File: src/rtl/motor_encoder_emulator_if.sv
// Peripheral bus bundle for the motor encoder emulator.
//   din      : write data (master -> slave)
//   address  : register address (master -> slave)
//   w_en     : write strobe, a write lands on the clk edge where it is high
//   r_en     : read strobe, dout reflects the addressed register one clk later
//   dout     : registered read data (slave -> master), holds while r_en is low
// The bus has no valid/ready back-pressure: every strobe is accepted on the
// edge where it is high, so a master never waits on the slave.
interface motor_encoder_emulator_if;
  logic [7:0] din;
  logic [7:0] address;
  logic       w_en;
  logic       r_en;
  logic [7:0] dout;

  modport master (output din, output address, output w_en, output r_en, input dout);
  modport slave  (input din, input address, input w_en, input r_en, output dout);
endinterface

File: src/rtl/motor_encoder_emulator.sv
// Emulates two gearmotors with quadrature-less encoders for bring-up without
// a drivetrain. The controller's pwm is sampled into a per-frame duty, a
// first-order lag turns duty into wheel speed, and a phase accumulator turns
// speed into an encoder edge train.
// Ports:
//   clk, rst  : system clock, asynchronous active-high reset
//   bus       : 8-bit register window (CTRL, SPEED_0/1, DUTY_0/1, TAU)
//   pwm[1:0]  : controller pwm, bit i = channel i
//   motor[3:0]: direction, [1:0] = channel 0, [3:2] = channel 1
//   enable    : driver enable
//   encoders  : emulated encoder lines, bit i = channel i
module motor_encoder_emulator #(
  parameter int          F_CPU             = 16000000,
  parameter logic [7:0]  EMULATOR_ADDRESS  = 8'h00,
  parameter int          SAMPLE_DIV        = 126,
  parameter int          MAX_EDGES_PER_SEC = 2278,
  parameter int          ACC_WIDTH         = 32
) (
  input  logic                     clk,
  input  logic                     rst,
  motor_encoder_emulator_if.slave  bus,
  input  logic [1:0]               pwm,
  input  logic [3:0]               motor,
  input  logic                     enable,
  output logic [1:0]               encoders
);

  // Phase increment per unit of speed, rounded to nearest.
  localparam logic [63:0] K_NUM = (64'(MAX_EDGES_PER_SEC) << ACC_WIDTH) + (64'd255 * 64'(F_CPU)) / 64'd2;
  localparam logic [63:0] K_DEN = 64'd255 * 64'(F_CPU);
  localparam logic [ACC_WIDTH-1:0] K = ACC_WIDTH'(K_NUM / K_DEN);

  localparam int DIV_W = (SAMPLE_DIV > 2) ? $clog2(SAMPLE_DIV) : 1;
  localparam logic [DIV_W-1:0] DIV_LAST = DIV_W'(SAMPLE_DIV - 1);

  logic             run_q;
  logic [2:0]       tau_q;
  logic [DIV_W-1:0] div_q;
  logic [7:0]       frame_q;
  logic [7:0]       dout_q;
  logic [7:0]       rd_data;
  logic [7:0]       offset;
  logic             tick;
  logic             frame_end;
  logic [7:0]       speed_w [2];
  logic [7:0]       duty_w  [2];

  assign offset    = bus.address - EMULATOR_ADDRESS;
  assign tick      = (div_q == DIV_LAST);
  assign frame_end = tick && (frame_q == 8'hFF);
  assign bus.dout  = dout_q;

  always_comb begin
    rd_data = 8'd0;
    case (offset)
      8'd0:    rd_data = {7'd0, run_q};
      8'd1:    rd_data = speed_w[0];
      8'd2:    rd_data = speed_w[1];
      8'd3:    rd_data = duty_w[0];
      8'd4:    rd_data = duty_w[1];
      8'd5:    rd_data = {5'd0, tau_q};
      default: rd_data = 8'd0;
    endcase
  end

  always_ff @(posedge clk or posedge rst) begin
    if (rst) begin
      run_q   <= 1'b1;
      tau_q   <= 3'd3;
      div_q   <= '0;
      frame_q <= 8'd0;
      dout_q  <= 8'd0;
    end else begin
      if (bus.w_en && offset == 8'd0) run_q <= bus.din[0];
      if (bus.w_en && offset == 8'd5) tau_q <= bus.din[2:0];
      if (bus.r_en) dout_q <= rd_data;
      // Stopping discards the partial frame: counting restarts at 0 on run.
      if (!run_q) begin
        div_q   <= '0;
        frame_q <= 8'd0;
      end else begin
        div_q <= tick ? '0 : div_q + 1'b1;
        if (tick) frame_q <= frame_q + 8'd1;
      end
    end
  end

  for (genvar c = 0; c < 2; c++) begin : g_ch
    logic [7:0]           duty_q;
    logic [7:0]           speed_q;
    logic [8:0]           hi_q;
    logic [ACC_WIDTH-1:0] acc_q;
    logic                 enc_q;

    logic [1:0]           dir;
    logic                 driven;
    logic [8:0]           hi_inc;
    logic [7:0]           duty_new;
    logic [7:0]           target;
    logic signed [8:0]    diff;
    logic signed [8:0]    shifted;
    logic signed [8:0]    step;
    logic signed [9:0]    nxt;
    logic [7:0]           speed_new;
    logic [ACC_WIDTH-1:0] inc;
    logic [ACC_WIDTH:0]   acc_sum;

    assign dir      = motor[2*c +: 2];
    assign driven   = enable & run_q & ((dir == 2'b01) || (dir == 2'b10));
    // The closing tick's own sample is included before the duty is latched.
    assign hi_inc   = hi_q + {8'd0, pwm[c]};
    assign duty_new = hi_inc[8] ? 8'hFF : hi_inc[7:0];
    assign target   = driven ? duty_new : 8'd0;
    assign diff     = $signed({1'b0, target}) - $signed({1'b0, speed_q});
    assign shifted  = diff >>> tau_q;
    // A minimum step of one keeps small errors from stalling short of target.
    assign step     = (diff != 9'sd0 && shifted == 9'sd0) ? (diff[8] ? -9'sd1 : 9'sd1) : shifted;
    assign nxt      = $signed({2'b00, speed_q}) + $signed({step[8], step});
    assign speed_new = nxt[9] ? 8'd0 : (nxt[8] ? 8'hFF : nxt[7:0]);
    assign inc      = ACC_WIDTH'(speed_q) * K;
    assign acc_sum  = {1'b0, acc_q} + {1'b0, inc};

    always_ff @(posedge clk or posedge rst) begin
      if (rst) begin
        duty_q  <= 8'd0;
        speed_q <= 8'd0;
        hi_q    <= 9'd0;
        acc_q   <= '0;
        enc_q   <= 1'b0;
      end else if (!run_q) begin
        // Duty and encoder level are left as they were.
        speed_q <= 8'd0;
        hi_q    <= 9'd0;
        acc_q   <= '0;
      end else begin
        acc_q <= acc_sum[ACC_WIDTH-1:0];
        if (acc_sum[ACC_WIDTH]) enc_q <= ~enc_q;
        if (frame_end) begin
          duty_q  <= duty_new;
          hi_q    <= 9'd0;
          speed_q <= speed_new;
        end else if (tick) begin
          hi_q <= hi_inc;
        end
      end
    end

    assign speed_w[c]  = speed_q;
    assign duty_w[c]   = duty_q;
    assign encoders[c] = enc_q;
  end

endmodule
File: src/flat_wrapper.sv
// flat-port wrapper written by rule: the top's interface ports become plain ports
module motor_encoder_emulator_flat 
#(
  parameter int          F_CPU             = 16000000,
  parameter logic [7:0]  EMULATOR_ADDRESS  = 8'h00,
  parameter int          SAMPLE_DIV        = 126,
  parameter int          MAX_EDGES_PER_SEC = 2278,
  parameter int          ACC_WIDTH         = 32
)
  (clk, rst, pwm, motor, enable, encoders, bus_din, bus_address, bus_w_en, bus_r_en, bus_dout);
  motor_encoder_emulator_if bus_i ();
  input  logic clk;
  input  logic rst;
  input  logic [1:0] pwm;
  input  logic [3:0] motor;
  input  logic enable;
  output logic [1:0] encoders;
  input wire logic [$bits(bus_i.din)-1:0] bus_din;
  input wire logic [$bits(bus_i.address)-1:0] bus_address;
  input wire logic [$bits(bus_i.w_en)-1:0] bus_w_en;
  input wire logic [$bits(bus_i.r_en)-1:0] bus_r_en;
  output wire logic [$bits(bus_i.dout)-1:0] bus_dout;
  assign bus_i.din = bus_din;
  assign bus_i.address = bus_address;
  assign bus_i.w_en = bus_w_en;
  assign bus_i.r_en = bus_r_en;
  assign bus_dout = bus_i.dout;
  motor_encoder_emulator #(.F_CPU(F_CPU), .EMULATOR_ADDRESS(EMULATOR_ADDRESS), .SAMPLE_DIV(SAMPLE_DIV), .MAX_EDGES_PER_SEC(MAX_EDGES_PER_SEC), .ACC_WIDTH(ACC_WIDTH)) u_core (.clk(clk), .rst(rst), .bus(bus_i), .pwm(pwm), .motor(motor), .enable(enable), .encoders(encoders));
endmodule
File: config.mk
export PLATFORM = sky130hd
export DESIGN_NAME = motor_encoder_emulator_flat
export DESIGN_NICKNAME = d
export VERILOG_FILES = /design/src/rtl/motor_encoder_emulator_if.sv /design/src/rtl/motor_encoder_emulator.sv /design/src/flat_wrapper.sv
export SDC_FILE = /design/constraint.sdc
export NUM_CORES = 1
export LEC_CHECK = 0
export ABC_AREA = 1
export CAP_MARGIN = 30
export CORE_UTILIZATION = 55
export DETAILED_ROUTE_END_ITERATION = 8
export PLACE_DENSITY = 0.72
export SYNTH_ARGS = -nofsm -noshare
export SYNTH_HDL_FRONTEND = slang
export SYNTH_SLANG_ARGS = --single-unit
File: constraint.sdc
create_clock -name clk -period 15.5 [get_ports clk]
set_clock_uncertainty 0.05 [all_clocks]
set_input_delay 1.55 -clock clk [delete_from_list [all_inputs] [get_ports clk]]
set_output_delay 1.55 -clock clk [all_outputs]
set_load 0.02 [all_outputs]
== After elaboration in Yosys (flattened, before gate mapping) ==
Index checks and enable logic that the tools add are counted.

* Output and inout port bits: 10
* Input port bits: 27
* Logic and storage cells: 92
* Register bits: 143

* Shift-type cells: 2
* $add $sub $neg: 10
* Multiplexer cells: 29
* Bitwise operators: 5
* Multipliers: 2
* Equality and inequality tests: 14
* Reductions and logical operators: 15

{| class="wikitable"
|+ Operator list
! operator !! count
|-
| 2-to-1 mux 8 bit || 14
|-
| 2-to-1 mux 9 bit || 10
|-
| adder 32 x 20 -> 33 bit || 2
|-
| 2-to-1 mux 32 bit || 2
|-
| one-hot mux 8 bit (6 select lines) || 1
|-
| multiplier 8 x 11 -> 19 bit, second input constant || 2
|-
| adder 9 x 9 -> 10 bit || 2
|-
| adder 9 x 1 -> 9 bit || 2
|-
| zero test 9 bit || 2
|-
| nonzero test 9 bit || 2
|-
| >>> shifter 9 x 3 -> 9 bit || 2
|-
| subtractor 8 x 8 -> 9 bit || 2
|-
| == test 8 x 2 -> 1 bit, second input constant || 2
|-
| == test 8 x 3 -> 1 bit, second input constant || 2
|-
| 2-to-1 mux 7 bit || 2
|-
| adder 8 x 1 -> 8 bit, second input constant || 1
|-
| == test 8 x 1 -> 1 bit, second input constant || 1
|-
| == test 8 bit, second input constant || 1
|-
| zero test 8 bit || 1
|-
| adder 7 x 1 -> 7 bit, second input constant || 1
|-
| == test 7 bit, second input constant || 1
|-
| AND reduction 2 bit || 3
|-
| logical AND 1 bit || 5
|-
| == test 2 x 1 -> 1 bit, second input constant || 2
|-
| other kinds (6) || 12
|}

== Longest topological paths before layout ==
* Word-level depth: 14
* Depth in mapped cells: 38
* Mapped depth without buffers: 37

== Worst setup path after synthesis ==
Ideal clock, no wire load.

* Kind: input-to-reg
* Start: input port pwm[1]
* End: register u_core.g_ch[1].speed_q[5]
* Arrival: 5.753 ns
* Stages: 36
* Library setup time: 0.128 ns
* Path buffers: 1
* Required time: 15.322 ns
* Setup slack: 9.570 ns
* Path through: ha_1 > ha_1 > nand2_1 > nor3_1 > nand3_1 > nand2_1 > nand2_1 > buf_2 > o21ai_0 > ha_1 > inv_1 > fa_1 > nand2_1 > nand2_1 > nand3_1 > nand2_1 > nand2_1 > nand3_1 > nand3_1 > nand3_1 > nand2_1 > nand3_1 > nor2_1 > nand2_1 > nand2_1 > ha_1 > inv_1 > fa_1 > nor2_1 > o21ai_0 > nand2_1 > a21oi_1 > xor2_1 > inv_1 > o21ai_1 > o21ai_0

* Word-level cells in the longest chain between the ends: 13
* Elaborated cells between the ends (all ways): 15
* Classes of those cells: add/sub: 3; shift: 1; mux: 8; reduce/logical: 3

{| class="wikitable"
|+ Ends and longest elaborated chain
! element !! RTL line !! source
|-
| start, declared || flat_wrapper.sv:14 || <nowiki>input logic [1:0] pwm;</nowiki>
|-
| adder 9 x 1 -> 9 bit (*) || motor_encoder_emulator.sv:111 || <nowiki>assign hi_inc = hi_q + {8'd0, pwm[c]};</nowiki>
|-
| 2-to-1 mux 8 bit (*) || motor_encoder_emulator.sv:112 || <nowiki>assign duty_new = hi_inc[8] ? 8'hFF : hi_inc[7:0];</nowiki>
|-
| 2-to-1 mux 8 bit (*) || motor_encoder_emulator.sv:113 || <nowiki>assign target = driven ? duty_new : 8'd0;</nowiki>
|-
| subtractor 8 x 8 -> 9 bit (*) || motor_encoder_emulator.sv:114 || <nowiki>assign diff = $signed({1'b0, target}) - $signed({1'b0, speed_q});</nowiki>
|-
| >>> shifter 9 x 3 -> 9 bit || motor_encoder_emulator.sv:115 || <nowiki>assign shifted = diff >>> tau_q;</nowiki>
|-
| zero test 9 bit || motor_encoder_emulator.sv:117 || <nowiki>assign step = (diff != 9'sd0 && shifted == 9'sd0) ? (diff[8] ? -9'sd1 : 9'sd1) : shifted;</nowiki>
|-
| logical AND 1 bit || motor_encoder_emulator.sv:117 ||
|-
| 2-to-1 mux 9 bit (*) || motor_encoder_emulator.sv:117 ||
|-
| adder 9 x 9 -> 10 bit (*) || motor_encoder_emulator.sv:118 || <nowiki>assign nxt = $signed({2'b00, speed_q}) + $signed({step[8], step});</nowiki>
|-
| 2-to-1 mux 8 bit || motor_encoder_emulator.sv:119 || <nowiki>assign speed_new = nxt[9] ? 8'd0 : (nxt[8] ? 8'hFF : nxt[7:0]);</nowiki>
|-
| 2-to-1 mux 8 bit (*) || motor_encoder_emulator.sv:119 ||
|-
| 2-to-1 mux 8 bit (*) || motor_encoder_emulator.sv:138 || <nowiki>if (frame_end) begin</nowiki>
|-
| 2-to-1 mux 8 bit (*) || motor_encoder_emulator.sv:130 || <nowiki>end else if (!run_q) begin</nowiki>
|-
| end signal, assigned || motor_encoder_emulator.sv:141 || <nowiki>speed_q <= speed_new;</nowiki>
|-
| end, declared || motor_encoder_emulator.sv:90 || <nowiki>logic [7:0] speed_q;</nowiki>
|}

Every way passes the cells marked *; elsewhere a longest branch is shown, timed or not. The select of a mux whose other input is x is not followed.
A chain may end at the register's enable or synchronous reset.

== Final worst setup path ==
* Start: input port pwm[0]
* End: register u_core.g_ch[0].speed_q[7]

* Word-level cells in the longest chain between the ends: 13
* Elaborated cells between the ends (all ways): 15
* Classes of those cells: add/sub: 3; shift: 1; mux: 8; reduce/logical: 3

{| class="wikitable"
|+ Ends and longest elaborated chain
! element !! RTL line
|-
| adder 9 x 1 -> 9 bit (*) || motor_encoder_emulator.sv:111
|-
| 2-to-1 mux 8 bit (*) || motor_encoder_emulator.sv:112
|-
| 2-to-1 mux 8 bit (*) || motor_encoder_emulator.sv:113
|-
| subtractor 8 x 8 -> 9 bit (*) || motor_encoder_emulator.sv:114
|-
| >>> shifter 9 x 3 -> 9 bit || motor_encoder_emulator.sv:115
|-
| zero test 9 bit || motor_encoder_emulator.sv:117
|-
| logical AND 1 bit || motor_encoder_emulator.sv:117
|-
| 2-to-1 mux 9 bit (*) || motor_encoder_emulator.sv:117
|-
| adder 9 x 9 -> 10 bit (*) || motor_encoder_emulator.sv:118
|-
| 2-to-1 mux 8 bit || motor_encoder_emulator.sv:119
|-
| 2-to-1 mux 8 bit (*) || motor_encoder_emulator.sv:119
|-
| 2-to-1 mux 8 bit (*) || motor_encoder_emulator.sv:138
|-
| 2-to-1 mux 8 bit (*) || motor_encoder_emulator.sv:130
|-
| end signal, assigned || motor_encoder_emulator.sv:141
|-
| end, declared || motor_encoder_emulator.sv:90
|}

Marks and branches as above.

==> metrics.txt <==
outcome complete, no violations; Die X 160 µm; clk sinks 141; GRT Total Usage 0.262; sequential area share after synthesis 0.258; crit-path most repeated cell nand2_1; RSZ-0062 raised after global routing no; Syn-to-layout area delta 9.51%; switching part of the total 0.261; Post-Layout Cell Count 2221; global routing's busiest layer met2; DRC viols 0; Post-synth EDFFs 0; Core ar. 0.0243 mm²; R2R Path Start u_core.g_ch[1].speed_q[6]; # rows 57; R2R cell count 25; syn nets 2108; first-pass GRT wire length 55200 µm; CP Launch Type input pin; post-synthesis adder-cell area fraction 0.232; Peak VDD IR 72.8 µV; Initial Util 0.562; layout cells sized above 1 0.0364; M1 GR Usage 0.373; CTS tree yes; antenna cells 0; vias in the first global route 11657; Slew Limit Headroom 0.550; CP max stage delay 570 ps; Final nets 2134; worst hold path type reg2reg; number of synthesized register bits 141; initial antenna violation count 0; CTS buffer count 17; clock share of power 0.522; setup violators final 0; Hold Slack 430 ps; H-Tree Depth 4; Yosys top cell by area dfrtp_1; Final Hold Fails 0; Setup WS post-layout 8580 ps; final core utilization 0.615; vias per cell 5.54; flop2flop setup slack 9210 ps; largest net degree at the start of global routing 73; HP Start u_core.g_ch[0].acc_q[25]; Post CTS Setup Buffer Count 0; most common cell after layout, fill and taps aside nand2_1; hold depth 1; die footprint 0.0255 mm²; total of max-cap violations 0; DR WL/cell 14.6 µm; drt first pass iters 8; routability cong. 0.888; DIE HEIGHT 160 µm; Crit. End Element flop; Gate power share 0.050; Critical R2R Capture u_core.g_ch[1].acc_q[28]; DRT iter0 DRCs 966; M2 GR Usage 0.427; Port Buf Inserts 31; gr ovfl total 0; main combinational cell family by area after synthesis adder cells; IO Count 37; PD cells 58.4 mW/mm²; Synth Area per Inst 7.35 µm²; total placed cells including tap cells 2188; Leak 7.85 nW; mux contribution to synthesized area 0; setup_tns 0 ps; compound-gate portion of the synthesized area 0.147; number of synthesis warnings 0; routed via count 12312; async set or reset register ratio after synthesis 1.00; Clock Latency Late Sink 440 ps; most frequent cells in the layout nand2_1, inv_1, nor2_1, ha_1, a21oi_1; top cells by area, synth dfrtp_1, ha_1, nand2_1; dpl hpwl 24900 µm; Simple-Gate Fraction of Synth Area 0.227; GR Util met3 0.0332; critical path required time 15770 ps; internal power 0.000646 W; synth unique cells 53; Post-Syn Area 0.0137 mm²; Mapped Cells 1858; Clk pin slew, worst setup/hold paths 70 ps; Tmin final 6920 ps; sequential cell fraction of total power 0.428; Critical Path AT 7190 ps; CTS Hold Buffers Added 0; clk buf depth 2; CP Class in2reg; Slew Viols, Final 0; CP Max Fanout 11; fin crit share 0.447; Hold EP u_core.g_ch[0].acc_q[25]; pre-CTS setup slack 8230 ps; Tightest Pin Transition 669 ps; # resized after CTS 0; Routed WL 32400 µm; f_max 144 MHz; Main synth FF type dfrtp_1; Yosys top cell area share 0.253; Sw Pwr 0.000228 W; critical path's slowest cell o21ai_0; Post-DRT Antenna Nets 0; Root Buffer clkbuf_16; post-synthesis xor/xnor area fraction 0.0474
## cell families (layout without fill, tap and decap cells)
group / Yosys count / after routing
AND/OR/NAND/NOR: 737 / 737
AO/OA/AOI/OAI: 365 / 365
buffers and inverters: 318 / 357
adder cells (fa/ha/maj): 223 / 223
flip-flops: 141 / 141
XOR/XNOR: 74 / 74
## registers in the layout (all words and copies together), names as in the netlist
| register | flops |
|---|---|
| u_core.bus.dout | 8 |
| u_core.div_q | 7 |
| u_core.frame_q | 8 |
| u_core.g_ch.acc_q | 62 |
| u_core.g_ch.duty_q | 16 |
| u_core.g_ch.enc_q | 2 |
| u_core.g_ch.hi_q | 18 |
| u_core.g_ch.speed_q | 16 |
| u_core.run_q | 1 |
| u_core.tau_q | 3 |
## power by group through the flow
stage / registers [W] / clock network, W / logic (W)
2_1_floorplan: 0.000378 / 0 / 0.0000282
3_3_place_gp: 0.000381 / 0 / 0.0000429
3_5_place_dp: 0.000381 / 0 / 0.0000436
4_1_cts: 0.000374 / 0.000459 / 0.0000437
5_1_grt: 0.000374 / 0.000475 / 0.0000497
6_report: 0.000374 / 0.000456 / 0.0000441
## cell type report
cell class                      count  area, µm²
Sequential cell                   141       3530
Tap cell                          324        405
Clock buffer                       17        425
Clock inverter                     15        214
Inverter                          288       1090
Timing Repair Buffer               37        375
Fill cell                        2197       9360
Multi-Input combinational cell   1399       8930
## worst max-delay path, delay by kind of cell
| family | cells | cell delay, ps |
|---|---|---|
| compound gates | 6 | 1220 |
| xor+xnor | 1 | 180 |
| fa+ha+maj | 6 | 1610 |
| buf+inv | 4 | 800 |
| simple gates | 17 | 1820 |
## synth_stat cells, types with 4 or more instances
cell type,instances
ha_1,173
nand4_1,18
nor4_1,4
buf_2,7
nand2_2,4
o21bai_1,12
a31oi_1,14
o211ai_1,9
inv_1,276
o21ai_1,37
nor2_2,5
a21o_1,4
a21oi_1,140
buf_1,5
o21ai_0,117
inv_2,9
fa_1,50
nor2_1,179
clkbuf_1,14
xor2_1,55
o22ai_1,5
nor3_1,28
dfrtp_1,138
o2111ai_1,5
nand3_1,117
nand2_1,369
nand3b_1,5
xnor2_1,19
## per-stage QoR
stage               power (W)  area [µm²]
CTS                  0.000876       14900
global route         0.000898       15000
detailed placement   0.000424       14300
floorplan            0.000406       13700
finish               0.000873       15000
global placement     0.000423       14300
## worst max path at each step
stage           start                   endpoint  slack (ps)  depth (start not counted)
2_1_floorplan  pwm[1]  u_core.g_ch[1].speed_q[5]        9570                         36
3_3_place_gp   pwm[0]  u_core.g_ch[0].speed_q[6]        8320                         34
3_5_place_dp   pwm[1]  u_core.g_ch[1].speed_q[5]        8230                         36
4_1_cts        pwm[1]  u_core.g_ch[1].speed_q[5]        8630                         36
5_1_grt        pwm[1]  u_core.g_ch[1].speed_q[5]        8020                         36
6_report       pwm[0]  u_core.g_ch[0].speed_q[7]        8580                         34
## per-layer routing
metal  part of all wire  wire, µm  up-vias
li1                   -         -     6182
met1               0.47     15200     5768
met2               0.47     15100      318
met3              0.051      1660       44
met4              0.014       450        0
met5                  0         0        -
Note: power is estimated with default switching activity, not from simulation.
